`config.mk`:
```
export PLATFORM = sky130hd
export DESIGN_NAME = lag_sensor_timer
export DESIGN_NICKNAME = d
export VERILOG_FILES = /design/src/rtl/lag_sensor_timer.sv
export SDC_FILE = /design/constraint.sdc
export NUM_CORES = 1
export LEC_CHECK = 0
export CORE_ASPECT_RATIO = 2
export CORE_MARGIN = 2
export CORE_UTILIZATION = 35
export CTS_CLUSTER_SIZE = 20
export DETAILED_ROUTE_END_ITERATION = 12
export GPL_TIMING_DRIVEN = 0
export PLACE_DENSITY = 0.63
export SKIP_CTS_REPAIR_TIMING = 1
export SYNTH_ARGS = -nofsm -noshare
export SYNTH_HDL_FRONTEND = slang
export SYNTH_SLANG_ARGS = --single-unit
export TNS_END_PERCENT = 10
```
`constraint.sdc`:
```
create_clock -name clk -period 2.9 [get_ports clk]
set_input_delay 0.87 -clock clk [delete_from_list [all_inputs] [get_ports clk]]
set_output_delay 0.87 -clock clk [all_outputs]
set_load 0.03 [all_outputs]
```
`src/rtl/lag_sensor_timer.sv`:
```
// rtl/lag_sensor_timer.sv - display latency timer: vsync-triggered flash, debounced photodiode, microsecond count
module lag_sensor_timer #(
  parameter int US_DIV     = 48,
  parameter int DEB_CYC    = 16,
  parameter int TIMEOUT_US = 200000,
  parameter int CNT_W      = 18,
  parameter bit SENSOR_ACT = 1'b0
) (
  input  logic             clk,
  input  logic             reset_n,
  input  logic             vsync,
  input  logic             sensor_in,
  input  logic             arm,
  input  logic             abort,
  output logic             flash,
  output logic             busy,
  output logic             sensor_lit,
  output logic [CNT_W-1:0] result_us,
  output logic             result_valid,
  output logic             timeout
);

  localparam int PW = (US_DIV > 1) ? $clog2(US_DIV) : 1;
  localparam int DW = $clog2(DEB_CYC + 1);
  localparam logic [CNT_W-1:0] TIMEOUT_C = CNT_W'(TIMEOUT_US);
  localparam logic [PW-1:0]    PRESC_MAX = PW'(US_DIV - 1);
  localparam logic [DW-1:0]    DEB_MAX   = DW'(DEB_CYC - 1);

  typedef enum logic [1:0] {S_IDLE, S_WAIT_VS, S_MEASURE, S_DONE} state_t;

  state_t            state, state_nx;
  logic              sync_1, sync_2;
  logic              lit_sample;
  logic [DW-1:0]     deb_cnt;
  logic              vsync_q;
  logic              vs_rise;
  logic [PW-1:0]     presc;
  logic [CNT_W-1:0]  us_cnt;
  logic              hit_detect;
  logic              hit_timeout;

  // Two-flop synchronizer; cleared to the dark level so reset never looks like light.
  always_ff @(posedge clk or negedge reset_n) begin
    if (!reset_n) begin
      sync_1 <= ~SENSOR_ACT;
      sync_2 <= ~SENSOR_ACT;
    end else begin
      sync_1 <= sensor_in;
      sync_2 <= sync_1;
    end
  end

  assign lit_sample = (sync_2 == SENSOR_ACT);

  // Debounce: flip the level after DEB_CYC consecutive disagreeing samples.
  always_ff @(posedge clk or negedge reset_n) begin
    if (!reset_n) begin
      deb_cnt    <= '0;
      sensor_lit <= 1'b0;
    end else if (lit_sample == sensor_lit) begin
      deb_cnt <= '0;
    end else if (deb_cnt == DEB_MAX) begin
      deb_cnt    <= '0;
      sensor_lit <= lit_sample;
    end else begin
      deb_cnt <= deb_cnt + 1'b1;
    end
  end

  // Delayed vsync for rising-edge detection.
  always_ff @(posedge clk or negedge reset_n) begin
    if (!reset_n) vsync_q <= 1'b0;
    else          vsync_q <= vsync;
  end

  assign vs_rise = vsync & ~vsync_q;

  // Microsecond prescaler and counter; held at zero outside MEASURE so entry starts from 0.
  always_ff @(posedge clk or negedge reset_n) begin
    if (!reset_n) begin
      presc  <= '0;
      us_cnt <= '0;
    end else if (state != S_MEASURE) begin
      presc  <= '0;
      us_cnt <= '0;
    end else if (presc == PRESC_MAX) begin
      presc  <= '0;
      us_cnt <= (us_cnt >= TIMEOUT_C) ? TIMEOUT_C : us_cnt + 1'b1;
    end else begin
      presc <= presc + 1'b1;
    end
  end

  // Detection outranks timeout when both happen on the same cycle; abort outranks both.
  assign hit_detect  = (state == S_MEASURE) && !abort && sensor_lit;
  assign hit_timeout = (state == S_MEASURE) && !abort && !sensor_lit && (us_cnt == TIMEOUT_C);

  // State register.
  always_ff @(posedge clk or negedge reset_n) begin
    if (!reset_n) state <= S_IDLE;
    else          state <= state_nx;
  end

  // Next-state logic.
  always_comb begin
    state_nx = state;
    case (state)
      S_IDLE:    if (arm) state_nx = S_WAIT_VS;
      S_WAIT_VS: begin
        if (abort)                       state_nx = S_IDLE;
        else if (vs_rise && !sensor_lit) state_nx = S_MEASURE;
      end
      S_MEASURE: begin
        if (abort)                         state_nx = S_IDLE;
        else if (hit_detect || hit_timeout) state_nx = S_DONE;
      end
      S_DONE:    if (abort || !sensor_lit) state_nx = S_IDLE;
      default:   state_nx = S_IDLE;
    endcase
  end

  // Status outputs decoded straight from the state register.
  always_comb begin
    flash = (state == S_MEASURE);
    busy  = (state != S_IDLE);
  end

  // Result capture and one-cycle completion pulses.
  always_ff @(posedge clk or negedge reset_n) begin
    if (!reset_n) begin
      result_us    <= '0;
      result_valid <= 1'b0;
      timeout      <= 1'b0;
    end else begin
      result_valid <= hit_detect;
      timeout      <= hit_timeout;
      if (hit_detect)       result_us <= us_cnt;
      else if (hit_timeout) result_us <= TIMEOUT_C;
    end
  end

endmodule

```
==> impl_metrics.tcl <==
set metrics [dict create \
    outcome "completed" \
    cpLargestDelayFamily "buffers and inverters" \
    drt_pass1_iterations 4 \
    cp.arrival_ps 1780 \
    worst-path-buf-inv 2 \
    core_um2 7210 \
    tritoncts "yes" \
    ys_warn_count 0 \
    startpoint_type "flop" \
    syn_to_final_growth_pct 22.0 \
    end_kind "primary output" \
    reg2reg_slack_ps 710 \
    async_reset_ff_frac 1.00 \
    synth_edf_count 0 \
    synth.avg_cell_area_um2 10.7 \
    clock-sinks 55 \
    track_usage 0.158 \
    die_width_um 64.6 \
    viasPerCell 5.41 \
    placed_cells 362 \
    final_nets 287 \
    critPathRequiredTime_ps 2030 \
    dpl_cell_area_um2 2980 \
    r2r_end "us_cnt[10]$_DFFE_PN0P_" \
    max_stage_delay_ps 690 \
    grt_pass1_wl_um 9930 \
    ys.flop_type "dfrtp_1" \
    mostFrequentLayoutCells "dfrtp_1 (53), clkdlybuf4s50_1 (27), nor2_1 (22)" \
    syn-cell-area_um2 2570 \
    grt_antenna_before_repair 0 \
    clock_latency_ps 300 \
    rr_worst_depth 7 \
    finalHoldViolCount 0 \
    hpwl_um 4440 \
    routabilityCongestion 0.953 \
    synth_area_leaders "dfrtp_1 (52%), a22o_1 (4.1%), nor2_1 (3.2%)" \
    crit_end "flash" \
    worstPathCellList "nand2b_1 > inv_2 > clkdlybuf4s50_1" \
    grt_max_degree 30 \
    portBuffers 28 \
    clk_path_buf_depth 2 \
    syn_nets 251 \
    ys_ff_latch 55 \
    tightestPinTransition_ps 619 \
    rr_startpoint "presc[0]$_DFF_PN0_" \
    start_util 0.356 \
    ys_types 52 \
    wire_per_inst_um 15.9 \
    setup_viol_count_final 0 \
    final_cells 370 \
    hp-class "reg -> reg" \
    grt_pass1_vias 2026 \
    io_pins 29 \
    power_density_nw_per_um2 488 \
    max_freq_mhz 377 \
    cp_slowest_cell "clkdlybuf4s50_1" \
    grt_overflow 0 \
    cts_inserted_buffers 5 \
    layout_commonest_cell "dfrtp_1" \
    max-cap-violations 0 \
    ir_drop_uv 333 \
    ys_seq_area_frac 0.537 \
    vias 2000 \
    startpoint "state[0]$_DFFE_PN0P_" \
    stdcell_area_um2 3130 \
    first_iter_violations 82 \
    dp_slack_ps 121 \
    drc 0 \
    fin_crit_sh 0.914 \
    crit_type "reg -> out" \
    tns_ps 0 \
    p_total_mw 1.53 \
    path_max_fanout 7 \
    fin_util 0.434 \
    cts_max_level 2 \
    p_leak_nw 1.32 \
    hold_ws_ps 357 \
    synth_top_area_cell "dfrtp_1" \
    cp.depth 3 \
    drive_gt1_frac 0.0935 \
    drt_wl_total_um 5880 \
    dieArea_um2 8080 \
    slew_headroom 0.587 \
    slew_viol_final 0 \
    cts_root_buf "clkbuf_16" \
    synth.top_cell.area_share 0.517 \
    setup_ws_ps 250 \
    grt_setup_unrepaired "false" \
    die_h_um 125 \
    period_needed_ps 2650 \
    clock_skew_ps 8.50 \
    antenna_cells 0 \
    clk_pin_slew_ps 70 \
    ant_nets 0 \
    synthCells 241 \
    fp-row-count 44 \
]
## worst register-to-register path: cells and delay by family (launching register included)
family,cells,cell delay [ps]
AND/OR/NAND/NOR,2,540
buffers and inverters,1,240
adder cells (fa/ha/maj),1,190
AO/OA/AOI/OAI,3,750
flip-flops,1,360
## worst min path at each step
stage,end,slack [ps],cells past startpoint,from
3_3_place_gp,sync_2$_DFF_PN1_,350,0,sync_1$_DFF_PN1_
6_report,sync_2$_DFF_PN1_,360,0,sync_1$_DFF_PN1_
4_1_cts,sync_2$_DFF_PN1_,360,0,sync_1$_DFF_PN1_
2_1_floorplan,sync_2$_DFF_PN1_,350,0,sync_1$_DFF_PN1_
3_5_place_dp,sync_2$_DFF_PN1_,350,0,sync_1$_DFF_PN1_
5_1_grt,sync_2$_DFF_PN1_,360,0,sync_1$_DFF_PN1_
## synthesized netlist by cell type (all sizes together), types with 2 or more instances
cell / count
a211oi: 2
a21o: 3
a21oi: 11
a22o: 12
a22oi: 4
a31oi: 5
a41oi: 2
and2: 5
and3: 2
and4: 3
buf: 3
clkbuf: 6
dfrtp: 53
dfstp: 2
ha: 4
inv: 7
nand2: 15
nand2b: 3
nand3: 12
nand4: 4
nor2: 22
nor2b: 2
nor3: 7
nor3b: 4
nor4: 2
nor4b: 2
o21a: 2
o21ai: 15
o22a: 6
o31ai: 2
or4: 2
xnor2: 3
xor2: 4
## flip-flops by register name, indices dropped and copies added, names as in the netlist
| register | count |
|---|---|
| sync_1 | 1 |
| presc | 6 |
| deb_cnt | 5 |
| vsync_q | 1 |
| sensor_lit | 1 |
| state | 2 |
| result_us | 18 |
| timeout | 1 |
| us_cnt | 18 |
| sync_2 | 1 |
| result_valid | 1 |
## cell families (layout without fill, tap and decap cells)
family | count (synthesis) | in the layout | synth area share
buffers and inverters | 16 | 53 | 0.0273
AND/OR/NAND/NOR | 90 | 90 | 0.202
adder cells (fa/ha/maj) | 4 | 4 | 0.0195
XOR/XNOR | 7 | 7 | 0.0239
AO/OA/AOI/OAI | 68 | 68 | 0.186
flip-flops | 55 | 55 | 0.537
multiplexers | 1 | 1 | 0.00390
## layer usage
metal	share of wire	GRT usage	vias up	wire, um
li1	-	-	960	-
met1	0.40	0.177	986	2330
met2	0.55	0.278	43	3220
met4	0.029	0.0826	0	169
met3	0.027	0.0279	11	159
met5	0	0	-	0
## power breakdown
| part | leakage, nW | switching [mW] | internal [mW] |
|---|---|---|---|
| Clock | 0.0731 | 0.272 | 0.345 |
| Sequential | 0.741 | 0.0129 | 0.783 |
| Combinational | 0.507 | 0.0708 | 0.0453 |
## layout make-up
type / instances / area [um2]
plain buffers: 9 / 43.8
clock buffers: 6 / 139
clock inverters: 2 / 16.3
fillers: 693 / 4080
inverters: 7 / 26.3
multi-input cells: 170 / 1120
flip-flops and latches: 55 / 1380
well taps: 92 / 115
repair buffers: 29 / 295
Note: power is estimated with default switching activity, not from simulation.
